$ cat config.mk
export PLATFORM = sky130hd
export DESIGN_NAME = prach_ditfft3_bf2_p_flat
export DESIGN_NICKNAME = d
export VERILOG_FILES = /design/src/rtl/prach_ditfft3_bf2_p_if.sv /design/src/rtl/prach_ditfft3_bf2_p.sv /design/src/flat_wrapper.sv
export SDC_FILE = /design/constraint.sdc
export NUM_CORES = 1
export LEC_CHECK = 0
export CAP_MARGIN = 5
export CORE_MARGIN = 3
export CORE_UTILIZATION = 45
export DETAILED_ROUTE_END_ITERATION = 8
export PLACE_DENSITY = 0.69
export SYNTH_ARGS = -nofsm -noshare
export SYNTH_HDL_FRONTEND = slang
export SYNTH_SLANG_ARGS = --single-unit
$ cat constraint.sdc
create_clock -name clk -period 6.3 [get_ports clk]
set_input_delay 0.945 -clock clk [delete_from_list [all_inputs] [get_ports clk]]
set_output_delay 0.945 -clock clk [all_outputs]
set_load 0.01 [all_outputs]
$ cat src/rtl/prach_ditfft3_bf2_p_if.sv
// Stream bundle for the radix-3 second-stage butterfly: input triplet samples
// with framing/direction controls, and delayed butterfly outputs with status pulses.
interface prach_ditfft3_bf2_p_if #(
    parameter int DW = 18
);
    logic                 dir;
    logic signed [DW-1:0] din_dr;
    logic signed [DW-1:0] din_di;
    logic                 din_dv;
    logic                 sync_in;
    logic signed [DW-1:0] dout_dr;
    logic signed [DW-1:0] dout_di;
    logic                 dout_dv;
    logic                 sync_out;
    logic                 err;
    logic                 sat;

    modport master (
        output dir, din_dr, din_di, din_dv, sync_in,
        input  dout_dr, dout_di, dout_dv, sync_out, err, sat
    );

    modport slave (
        input  dir, din_dr, din_di, din_dv, sync_in,
        output dout_dr, dout_di, dout_dv, sync_out, err, sat
    );
endinterface

$ cat src/rtl/prach_ditfft3_bf2_p.sv
// Radix-3 DIT second-stage butterfly: y0=s0+s1, y1=s0-s1/2, y2=+/-j*C*s2, 5-cycle latency.
// Define PRACH_BF3_SAT_EN to saturate outputs and drive sat; otherwise outputs wrap.
module prach_ditfft3_bf2_p #(
    parameter int DW = 18,
    parameter int CW = 18
) (
    input  logic                 clk,
    input  logic                 rst_n,
    prach_ditfft3_bf2_p_if.slave bus_io
);
    localparam int NS = 5;
    localparam int PW = DW + CW;
    localparam int EW = 2 * DW + 1;

    function automatic logic [63:0] isqrt64(input logic [63:0] n);
        logic [63:0] r;
        logic [63:0] t;
        r = 64'd0;
        for (int b = 31; b >= 0; b--) begin
            t = r | (64'd1 << b);
            if (t * t <= n) r = t;
            else            r = r;
        end
        return r;
    endfunction

    // round(sqrt(3)/2 * 2^(CW-2)) computed as round-half-up of isqrt(3 * 2^(2CW-4)) / 2
    localparam logic [63:0]   C2  = isqrt64(64'd3 << (2 * CW - 4));
    localparam logic [CW-1:0] C   = CW'((C2 + 64'd1) >> 1);
    localparam logic [PW-1:0] RND = {{(PW - 1){1'b0}}, 1'b1} << (CW - 3);

    function automatic logic [DW:0] sx(input logic [DW-1:0] v);
        return {v[DW-1], v};
    endfunction

    function automatic logic [DW:0] rnd(input logic [PW-1:0] p);
        logic [PW-1:0] t;
        t = p + RND;
        return t[CW-2 +: DW + 1];
    endfunction

    // Returns {clipped, value[DW-1:0]}
    function automatic logic [DW:0] narrow(input logic [DW:0] v);
`ifdef PRACH_BF3_SAT_EN
        if (v[DW] != v[DW-1]) return {1'b1, v[DW], {(DW - 1){~v[DW]}}};
        else                  return {1'b0, v[DW-1:0]};
`else
        return {1'b0, v[DW-1:0]};
`endif
    endfunction

    logic [1:0]    k_q, k_d, eff_k_s, squash_s;
    logic          err_s, dir_q;
    logic [DW-1:0] s0r_q, s0i_q;
    logic [NS-1:0] v_q, v_d, sy_q;
    logic [EW-1:0] dat_q [NS];
    logic [PW-1:0] pr_s, pi_s;
    logic [DW:0]   n0r_s, n0i_s, n1r_s, n1i_s, n2r_s, n2i_s, h_s;
    logic [EW-1:0] y0_e_s, ent0_s;
    logic          ld_y0_s;

    logic [DW-1:0] dout_dr_q, dout_di_q;
    logic          dout_dv_q, sync_out_q, err_q, sat_q;

    // Framing: effective phase of the current sample, next phase, and partial-triplet squash
    always_comb begin
        eff_k_s  = k_q;
        squash_s = 2'd0;
        err_s    = 1'b0;
        k_d      = k_q;
        if (bus_io.din_dv) begin
            if (bus_io.sync_in) begin
                eff_k_s  = 2'd0;
                squash_s = k_q;
                err_s    = (k_q != 2'd0);
            end else begin
                eff_k_s  = k_q;
            end
            k_d = (eff_k_s == 2'd2) ? 2'd0 : eff_k_s + 2'd1;
        end else begin
            squash_s = k_q;
            err_s    = (k_q != 2'd0);
            k_d      = 2'd0;
        end
        v_d = {v_q[NS-2:0], bus_io.din_dv};
        if (squash_s != 2'd0) v_d[1] = 1'b0;
        else                  v_d[1] = v_d[1];
        if (squash_s == 2'd2) v_d[2] = 1'b0;
        else                  v_d[2] = v_d[2];
    end

    // Butterfly arithmetic on the incoming sample (s1 or s2) and the held s0
    always_comb begin
        pr_s  = $signed({{CW{bus_io.din_dr[DW-1]}}, bus_io.din_dr}) * $signed({{DW{1'b0}}, C});
        pi_s  = $signed({{CW{bus_io.din_di[DW-1]}}, bus_io.din_di}) * $signed({{DW{1'b0}}, C});
        n0r_s = narrow(sx(s0r_q) + sx(bus_io.din_dr));
        n0i_s = narrow(sx(s0i_q) + sx(bus_io.din_di));
        h_s   = sx(bus_io.din_dr) + {{DW{1'b0}}, 1'b1};
        n1r_s = narrow(sx(s0r_q) - {h_s[DW], h_s[DW:1]});
        h_s   = sx(bus_io.din_di) + {{DW{1'b0}}, 1'b1};
        n1i_s = narrow(sx(s0i_q) - {h_s[DW], h_s[DW:1]});
        if (dir_q) begin
            n2r_s = narrow(rnd(pi_s));
            n2i_s = narrow(rnd(-pr_s));
        end else begin
            n2r_s = narrow(rnd(-pi_s));
            n2i_s = narrow(rnd(pr_s));
        end
        y0_e_s  = {n0r_s[DW] | n0i_s[DW], n0r_s[DW-1:0], n0i_s[DW-1:0]};
        ld_y0_s = bus_io.din_dv && (eff_k_s == 2'd1);
        case (eff_k_s)
            2'd1:    ent0_s = {n1r_s[DW] | n1i_s[DW], n1r_s[DW-1:0], n1i_s[DW-1:0]};
            2'd2:    ent0_s = {n2r_s[DW] | n2i_s[DW], n2r_s[DW-1:0], n2i_s[DW-1:0]};
            default: ent0_s = {EW{1'b0}};
        endcase
    end

    // Phase, s0/dir capture, slot pipeline (y0 back-filled into its own slot) and output register
    always_ff @(posedge clk or negedge rst_n) begin
        if (!rst_n) begin
            k_q        <= 2'd0;
            dir_q      <= 1'b0;
            s0r_q      <= {DW{1'b0}};
            s0i_q      <= {DW{1'b0}};
            v_q        <= {NS{1'b0}};
            sy_q       <= {NS{1'b0}};
            for (int i = 0; i < NS; i++) dat_q[i] <= {EW{1'b0}};
            dout_dr_q  <= {DW{1'b0}};
            dout_di_q  <= {DW{1'b0}};
            dout_dv_q  <= 1'b0;
            sync_out_q <= 1'b0;
            err_q      <= 1'b0;
            sat_q      <= 1'b0;
        end else begin
            k_q   <= k_d;
            err_q <= err_s;
            if (bus_io.din_dv && (eff_k_s == 2'd0)) begin
                s0r_q <= bus_io.din_dr;
                s0i_q <= bus_io.din_di;
                dir_q <= bus_io.dir;
            end
            v_q      <= v_d;
            sy_q     <= {sy_q[NS-2:0], bus_io.din_dv & bus_io.sync_in};
            dat_q[0] <= ent0_s;
            dat_q[1] <= ld_y0_s ? y0_e_s : dat_q[0];
            for (int i = 2; i < NS; i++) dat_q[i] <= dat_q[i-1];
            if (v_q[NS-1]) begin
                dout_dr_q  <= dat_q[NS-1][2*DW-1:DW];
                dout_di_q  <= dat_q[NS-1][DW-1:0];
                dout_dv_q  <= 1'b1;
                sync_out_q <= sy_q[NS-1];
                sat_q      <= dat_q[NS-1][2*DW];
            end else begin
                dout_dv_q  <= 1'b0;
                sync_out_q <= 1'b0;
                sat_q      <= 1'b0;
            end
        end
    end

    assign bus_io.dout_dr  = dout_dr_q;
    assign bus_io.dout_di  = dout_di_q;
    assign bus_io.dout_dv  = dout_dv_q;
    assign bus_io.sync_out = sync_out_q;
    assign bus_io.err      = err_q;
    assign bus_io.sat      = sat_q;
endmodule

$ cat src/flat_wrapper.sv
// flat-port wrapper written by rule: the top's interface ports become plain ports
module prach_ditfft3_bf2_p_flat 
#(
    parameter int DW = 18,
    parameter int CW = 18
)
  (clk, rst_n, bus_io_dir, bus_io_din_dr, bus_io_din_di, bus_io_din_dv, bus_io_sync_in, bus_io_dout_dr, bus_io_dout_di, bus_io_dout_dv, bus_io_sync_out, bus_io_err, bus_io_sat);
  prach_ditfft3_bf2_p_if #(.DW(DW)) bus_io_i ();
  input  logic clk;
  input  logic rst_n;
  input wire logic [$bits(bus_io_i.dir)-1:0] bus_io_dir;
  input wire logic [$bits(bus_io_i.din_dr)-1:0] bus_io_din_dr;
  input wire logic [$bits(bus_io_i.din_di)-1:0] bus_io_din_di;
  input wire logic [$bits(bus_io_i.din_dv)-1:0] bus_io_din_dv;
  input wire logic [$bits(bus_io_i.sync_in)-1:0] bus_io_sync_in;
  output wire logic [$bits(bus_io_i.dout_dr)-1:0] bus_io_dout_dr;
  output wire logic [$bits(bus_io_i.dout_di)-1:0] bus_io_dout_di;
  output wire logic [$bits(bus_io_i.dout_dv)-1:0] bus_io_dout_dv;
  output wire logic [$bits(bus_io_i.sync_out)-1:0] bus_io_sync_out;
  output wire logic [$bits(bus_io_i.err)-1:0] bus_io_err;
  output wire logic [$bits(bus_io_i.sat)-1:0] bus_io_sat;
  assign bus_io_i.dir = bus_io_dir;
  assign bus_io_i.din_dr = bus_io_din_dr;
  assign bus_io_i.din_di = bus_io_din_di;
  assign bus_io_i.din_dv = bus_io_din_dv;
  assign bus_io_i.sync_in = bus_io_sync_in;
  assign bus_io_dout_dr = bus_io_i.dout_dr;
  assign bus_io_dout_di = bus_io_i.dout_di;
  assign bus_io_dout_dv = bus_io_i.dout_dv;
  assign bus_io_sync_out = bus_io_i.sync_out;
  assign bus_io_err = bus_io_i.err;
  assign bus_io_sat = bus_io_i.sat;
  prach_ditfft3_bf2_p #(.DW(DW), .CW(CW)) u_core (.clk(clk), .rst_n(rst_n), .bus_io(bus_io_i));
endmodule
* Word level (Yosys, flattened, before mapping)
Index checks and enable logic that the tools add are counted.
** Operators by class
- Eq/ne operators :: 4
- Bitwise operators :: 2
- Multiply operators :: 2
- Reduce and logical (&&, ||, !) cells :: 5
- Muxes and demuxes :: 18
- Add/subtract/negate cells :: 13
** Operator list (count)
- adder 34 x 16 -> 34 bit (second input constant) :: 4
- case mux 37 bit (2 select lines) :: 1
- negator 34 bit :: 2
- multiplier 18 x 15 -> 32 bit (second input constant) :: 2
- adder 18 x 2 -> 19 bit (second input constant) :: 2
- 2-to-1 mux 37 bit :: 1
- adder 18 bit :: 2
- 2-to-1 mux 18 bit :: 2
- subtractor 18 bit :: 2
- 2-to-1 mux 2 bit :: 7
- 2-to-1 mux 1 bit :: 7
- equality test 2 bit (second input constant) :: 3
- nonzero test 2 bit :: 2
- adder 2 x 1 -> 2 bit (second input constant) :: 1
- equality test 2 x 1 -> 1 bit (second input constant) :: 1
- logical AND 1 bit :: 2
- logical NOT 2 bit :: 1
- AND 1 bit :: 1
- bitwise OR 1 bit (both inputs constant) :: 1
** Storage, ports and cells
- Register bits :: 274
- Input port bits :: 41
- Logic and storage cells :: 61
- Output and inout port bits :: 40

* Logic depth before layout (Yosys ltp)
Gate-level depths: netlist of run 1.
- Depth after elaboration :: 6
- Depth in mapped cells :: 26
- Mapped depth without buffers :: 26

* Least setup slack after synthesis of run 1
OpenSTA, ideal clock, no wires.
- Kind :: input port to flip-flop
- From :: in bus_io_din_di[5]
- To :: reg u_core.dat_q[182] (netlist name)
- Data arrival time :: 6.843 ns
- Library setup time :: 0.140 ns
- Path slack :: -0.682 ns
- Path buffers :: 1
- Cell stages on the path :: 24
- Required time :: 6.160 ns
- Cell sequence :: ha_1 > fa_1 > inv_1 > fa_1 > fa_1 > inv_1 > fa_1 > inv_1 > fa_1 > inv_1 > ha_1 > buf_6 > o21a_1 > o21a_1 > a211o_1 > and3b_1 > o21ai_1 > xor2_1 > or4_4 > o31a_1 > or2_1 > a211oi_2 > xnor2_1 > o22ai_2
** On the way
- Cells in the longest elaborated chain, start to end :: 5
- Elaborated cells on any way between the ends :: 6
- Those cells by class :: add/sub (3); mul (1); mux (2)
** RTL lines
- from (decl) :: line flat_wrapper.sv:13 : input wire logic [$bits(bus_io_i.din_di)-1:0] bus_io_din_di;
- multiplier 18 x 15 -> 32 bit (*) :: line prach_ditfft3_bf2_p.sv:95 : pi_s = $signed({{CW{bus_io.din_di[DW-1]}}, bus_io.din_di}) * $signed({{DW{1'b0}}, C});
- negator 34 bit :: line prach_ditfft3_bf2_p.sv:106 : n2r_s = narrow(rnd(-pi_s));
- adder 34 x 16 -> 34 bit :: line prach_ditfft3_bf2_p.sv:38 : t = p + RND;
- 2-to-1 mux 18 bit (*) :: line prach_ditfft3_bf2_p.sv:102 : if (dir_q) begin
- case mux 37 bit (2 select lines) (*) :: line prach_ditfft3_bf2_p.sv:111 : case (eff_k_s)
- named net u_core.ent0_s[34] :: line prach_ditfft3_bf2_p.sv:59 : logic [EW-1:0] y0_e_s, ent0_s;
- to (decl) :: line prach_ditfft3_bf2_p.sv:56 : logic [EW-1:0] dat_q [NS];
Mark *: on every way through the listed nets, which the timed path passes. The rest lies on a longest branch.
A chain may end at the register's enable or synchronous reset.

* Worst setup path after layout of run 1
- From :: in bus_io_din_dr[8]
- To :: reg u_core.dat_q[163] (netlist name)
** On the way
- Cells in the longest elaborated chain, start to end :: 5
- Elaborated cells on any way between the ends :: 6
- Those cells by class :: add/sub (3); mul (1); mux (2)
** RTL lines
- from (decl) :: line flat_wrapper.sv:12 : input wire logic [$bits(bus_io_i.din_dr)-1:0] bus_io_din_dr;
- multiplier 18 x 15 -> 32 bit (*) :: line prach_ditfft3_bf2_p.sv:94 : pr_s = $signed({{CW{bus_io.din_dr[DW-1]}}, bus_io.din_dr}) * $signed({{DW{1'b0}}, C});
- negator 34 bit :: line prach_ditfft3_bf2_p.sv:104 : n2i_s = narrow(rnd(-pr_s));
- adder 34 x 16 -> 34 bit :: line prach_ditfft3_bf2_p.sv:38
- 2-to-1 mux 18 bit (*) :: line prach_ditfft3_bf2_p.sv:102
- case mux 37 bit (2 select lines) (*) :: line prach_ditfft3_bf2_p.sv:111
- named net u_core.ent0_s[15] :: line prach_ditfft3_bf2_p.sv:59
Marked as above.

==> flow_summary_export.csv, run 1 <==
group,metric,value,unit
logic_synthesis,synthArstFlopShare,100,%
critical_path,slowest_stage,"fa_1",
logic_synthesis,synth.most_common_cell,"inv_1",
logic_synthesis,ys_types,92,
sta,fmax,149,MHz
die,pin_count,81,
logic_synthesis,yosys_register_bits,268,
clock_tree,cts_sinks,268,
critical_path,startpoint_type,"primary input",
critical_path,end_kind,"flop",
critical_path,crit_fanout,4,
logic_synthesis,syn_area_per_cell,10.1,um2
sta,report.final.slew_viol_count,0,
final_layout,drive_above_1_share,34.3,%
clock_tree,htree_levels,1,
final_layout,n_antenna_cell,0,
critical_path,crit_family,"adder cells",
logic_synthesis,synth_area,25500,um2
place,place_congestion,0.940,
sta,rsz0062_at_grt,"yes",
status,violations,"negative setup slack",
clock_tree,cts_tree,"built",
logic_synthesis,synth-main-ff-cell,"dfrtp_1",
die,row_count,86,
logic_synthesis,synth_edf_count,0,
final_layout,nets,3751,
status,status,"complete, but fails checks",
final_layout,area_delta_synth_final,36.8,%
logic_synthesis,yosys-top-cells-area,"dfrtp_1, fa_1, ha_1",
critical_path,slowest_delay,0.53,ns
grt,antenna_found_initial,2,
sta,period_minus_slack,6.73,ns
sta,setup_slack,-0.433,ns
die,die-area,59500,um2
sta,hold_viol,0,
route,wl_per_cell,17.8,um
place,dp_hpwl,54.6,mm
sta,finalSetupViolCount,24,
route,wl,69.5,mm
critical_path,crit_top_cell,"fa_1",
route,ant_nets,0,
logic_synthesis,yosys-top-cells-count,"inv_1, ha_1, dfrtp_1, fa_1, nand2_1",
sta,worstMarginPinSlew,1.13,ns
sta,min_period_over_period,107,%
flow_run,maxCapViolations,0,
final_layout,final_cell_area,34800,um2
logic_synthesis,ys_seq_area_share,26.3,%
die,core-area,55500,um2
die,start_util,45.8,%
route,drt_iter0_drc,1027,
route,drc_errors,0,
clock_tree,clk_pin_slew,0.06,ns
clock_tree,root_buffer,"clkbuf_16",
die,chipWidth,244,um
critical_path,crit_type,"in -> reg",
route,avgViaCountPerCell,5.18,
clock_tree,clockBufferDepth,3,
critical_path,cp.buffers_inverters,9,
route,vias,20255,
logic_synthesis,synth_fp_nets,3128,
clock_tree,numCtsBuffers,28,
grt,grt_use_total,22.7,%
grt,grt_pass1_vias,21276,
logic_synthesis,synth_top_area_share,26.3,%
logic_synthesis,synthCells,2516,
place,port_buffers,79,
die,die_h,244,um
clock_tree,hold_buffers,0,
grt,grt_max_degree,128,
critical_path,worst_ep_required_time,6.66,ns
clock_tree,clk_latency,0.53,ns
sta,fin_worst_skew,0.0277,ns
route,drt-pass1-iter-count,6,
grt,grt_pass1_wl,109,mm
logic_synthesis,synth-warning-count,0,
critical_path,worstPathArrival,7.10,ns
logic_synthesis,synth_area_leader_cell,"dfrtp_1",
min_path,hold_class,"reg -> reg",
place,post_dp_cell_area,30900,um2
grt,globalRouteOverflowTotal,0,
sta,relSlewSlack,24.4,%
==> layer usage <==
layer	global-route usage, %	share of wire, %	up-vias	routed length (um)
met1	31.2	44	10176	30300
met5	0	0	-	0
met4	4.47	2.4	0	1680
met2	40.1	50	486	34600
met3	1.40	4.2	124	2930
li1	-	-	9469	-
==> per-stage QoR <==
| step | setup slack, ns | instances | util, % | hold slack (ns) | TNS, ns |
|---|---|---|---|---|---|
| 6_report | -0.433 | 3907 | 62.7 | 0.331 | -5.05 |
| 5_1_grt | -0.543 | 3907 | 62.7 | 0.337 | -9.71 |
| 4_1_cts | -0.331 | 3860 | 60.2 | 0.325 | -4.49 |
| 3_5_place_dp | -1.48 | 3750 | 55.7 | 0.335 | -41.53 |
| 3_3_place_gp | -1.40 | 3750 | 55.7 | 0.332 | -39.41 |
| 2_1_floorplan | -0.413 | 2516 | - | 0.331 | -3.61 |
==> sequential cells by signal, indices dropped and copies added, names as in the netlist, 2 cells and up <==
register / count
u_core.v_q: 5
u_core.s0i_q: 18
u_core.sy_q: 5
u_core.bus_io.dout_di: 18
u_core.s0r_q: 18
u_core.bus_io.dout_dr: 18
u_core.k_q: 2
u_core.dat_q: 180
==> final timing paths <==
| check | end | slack, ns | start | cells after the start |
|---|---|---|---|---|
| worst max-delay path | u_core.dat_q[163] | -0.43 | bus_io_din_dr[8] | 28 |
| worst min-delay path | u_core.dat_q[17] | 0.33 | u_core.dat_q[54] | 0 |
| worst max register to register | u_core.dat_q[145] | 2.10 | u_core.s0r_q[0] | 15 |
| worst min register to register | u_core.dat_q[17] | 0.33 | u_core.dat_q[54] | 0 |
| max in group asynchronous | u_core.dat_q[47] | 4.31 | rst_n | 2 |
| min in group asynchronous | u_core.dat_q[3] | 0.52 | rst_n | 1 |
==> repair_timing <==
item	CTS	global route
gates cloned	0	0
endpoints found under the setup margin	35	34
pin swaps	193	211
resized for setup	345	222
buffers inserted	66	56
==> area by class of cell <==
| class | count | area, um2 |
|---|---|---|
| fillers | 4296 | 20700 |
| inverters | 519 | 1980 |
| clock buffers | 37 | 806 |
| repair buffers | 633 | 5140 |
| flip-flops and latches | 268 | 6710 |
| multi-input cells | 1689 | 19100 |
| well taps | 748 | 936 |
| clock inverters | 13 | 145 |
==> layout by cell type (no fill, tap or decap), types with 33 or more instances in the layout <==
cell type,instances
o21ai_0,75
mux2_2,70
a21o_1,46
xor2_1,67
clkdlybuf4s50_1,42
a21oi_1,63
fa_1,261
nand2_1,124
buf_4,502
dfrtp_1,268
nand3_1,33
ha_1,216
inv_1,469
nor2_1,66
ha_4,75
inv_2,38
buf_6,50
xnor2_1,76
==> cells by family after synthesis <==
logic type | after synthesis | synth area share, %
AOI/OAI and AO/OA | 424 | 11.1
xor gates and xnor gates | 186 | 6.40
adders and majority gates | 571 | 36.0
buffers and inverters | 559 | 8.33
DFF | 268 | 26.3
muxes | 77 | 3.38
other | 1 | 0.0147
and+or+nand+nor | 430 | 8.49
Power of run 1 is left out: the tool's default activity adds up to more than one toggle a clock period on the data nets, which glitch-free logic cannot reach.
==> run 2: changes to the inputs <==
--- a/config.mk
+++ b/config.mk
@@ -10,6 +10,7 @@
 export CORE_UTILIZATION = 45
 export DETAILED_ROUTE_END_ITERATION = 8
 export PLACE_DENSITY = 0.69
+export REMOVE_ABC_BUFFERS = 1
 export SYNTH_ARGS = -nofsm -noshare
 export SYNTH_HDL_FRONTEND = slang
 export SYNTH_SLANG_ARGS = --single-unit
==> run 2 against run 1 <==
- the flow still finishes with violations (negative setup slack)
- non-clock buffer count decreased by 13
- sequential share of layout area up 0.084 points
- cell count shrank 0.36%
- register-to-register slack better by 0.09 ns
- count of clock-buffer cells in the layout fell by 1
- design area fell by 0.42%
- fmax grew 3.4%
- critical path depth is 3 lower
==> flow_summary_export.csv, run 2 (synthesis gave the netlist of run 1 again) <==
group,metric,value,unit
status,status,"complete, but fails checks",
status,violations,"negative setup slack",
final_layout,largest_reg_flops,180,
grt,grt_max_degree,129,
grt,met2_usage,39.2,%
final_layout,n_antenna_cell,0,
critical_path,worst_ep_required_time,6.67,ns
die,die-area,59500,um2
clock_tree,htree_levels,1,
clock_tree,clk_latency,0.56,ns
clock_tree,numCtsBuffers,27,
final_layout,final_cell_mix,"buf_4, inv_1, dfrtp_1, fa_1, ha_1",
place,place_congestion,0.895,
sta,hold_ws,0.341,ns
clock_tree,cts_tree,"built",
grt,grt_pass1_wl,111,mm
grt,grt_use_total,23.0,%
sta,fin_worst_skew,0.0253,ns
sta,report.final.slew_viol_count,0,
critical_path,crit_top_cell,"fa_1",
sta,min_period_over_period,103,%
final_layout,top_register,"u_core.dat_q",
grt,use_met3,2.64,%
final_layout,final_common_cell,"buf_4",
grt,grt_pass1_vias,21569,
critical_path,crit_type,"in -> reg",
final_layout,drive_above_1_share,34.0,%
place,post-place-ws,-1.53,ns
die,start_util,45.8,%
final_layout,nets,3737,
final_layout,final_core_util,62.4,%
grt,globalRouteOverflowTotal,0,
sta,rsz0062_at_grt,"yes",
critical_path,startpoint_type,"primary input",
final_layout,area_delta_synth_final,36.2,%
min_path,hold_class,"reg -> reg",
clock_tree,root_buffer,"clkbuf_16",
sta,worstMarginPinSlew,1.24,ns
critical_path,worstPathArrival,6.89,ns
place,dp_hpwl,53.8,mm
route,drc_errors,0,
die,core-area,55500,um2
sta,fmax,154,MHz
route,wl,69.2,mm
critical_path,crit_fanout,4,
critical_path,slowest_stage,"fa_1",
clock_tree,clk_pin_slew,0.07,ns
route,drt_iter0_drc,1230,
route,ant_nets,0,
clock_tree,cts_sinks,268,
critical_path,end_kind,"flop",
sta,tns,-2.34,ns
place,port_buffers,79,
grt,gr-max-usage-layer,"met2",
sta,relSlewSlack,17.0,%
grt,antenna_found_initial,1,
die,chipWidth,244,um
die,row_count,86,
route,wl_per_cell,17.8,um
die,pin_count,81,
sta,period_minus_slack,6.51,ns
critical_path,slowest_delay,0.55,ns
die,die_h,244,um
sta,finalSetupViolCount,19,
flow_run,maxCapViolations,0,
route,avgViaCountPerCell,5.16,
sta,setup_slack,-0.214,ns
clock_tree,clockBufferDepth,3,
grt,use_met1,31.1,%
route,vias,20098,
sta,hold_viol,0,
route,drt-pass1-iter-count,5,
## run 2: path summary, 6_finish.rpt
kind                                  start                end  slack, ns  cells past startpoint
max                        bus_io_din_dr[9]  u_core.dat_q[163]      -0.21                     25
max in group asynchronous             rst_n      u_core.v_q[4]       4.63                      2
max reg2reg                 u_core.s0r_q[0]  u_core.dat_q[145]       2.19                     16
min reg2reg                u_core.dat_q[45]    u_core.dat_q[8]       0.34                      0
min                        u_core.dat_q[45]    u_core.dat_q[8]       0.34                      0
min in group asynchronous             rst_n   u_core.s0i_q[10]       0.38                      1
## run 2: cell type report
class,instances,area (um2)
fill,4307,20900
timing repair buffer,620,5100
clock buffer,36,769
tap,748,936
inverter,519,1960
sequential,268,6710
multi-input combinational,1689,19000
clock inverter,13,210
## run 2: worst max-delay path: cells and delay by family
| family | cells | cell delay (ns) |
|---|---|---|
| XOR/XNOR | 1 | 0.13 |
| adder cells (fa/ha/maj) | 7 | 3.14 |
| AND/OR/NAND/NOR | 2 | 0.45 |
| AO/OA/AOI/OAI | 7 | 1.55 |
| buffers and inverters | 8 | 0.66 |
## run 2: routing by layer
layer / vias up / wire length (um)
li1: 9426 / -
met1: 10047 / 30300
met2: 500 / 33800
met3: 125 / 3360
met4: 0 / 1720
met5: - / 0
## run 2: through the flow
stage,cell area [um2],std cells
global route,34700,3893
floorplan,25300,2476
finish,34700,3893
detailed placement,30400,3747
global placement,30400,3747
CTS,33700,3860
## run 2: repair_timing
| item | in CTS | in global routing |
|---|---|---|
| hold buffers | 0 | 0 |
| gates resized for setup | 517 | 179 |
| pin swaps | 233 | 151 |
| setup endpoints to repair | 36 | 32 |
| buffers inserted | 65 | 36 |
Power of run 2 is left out for the same reason.
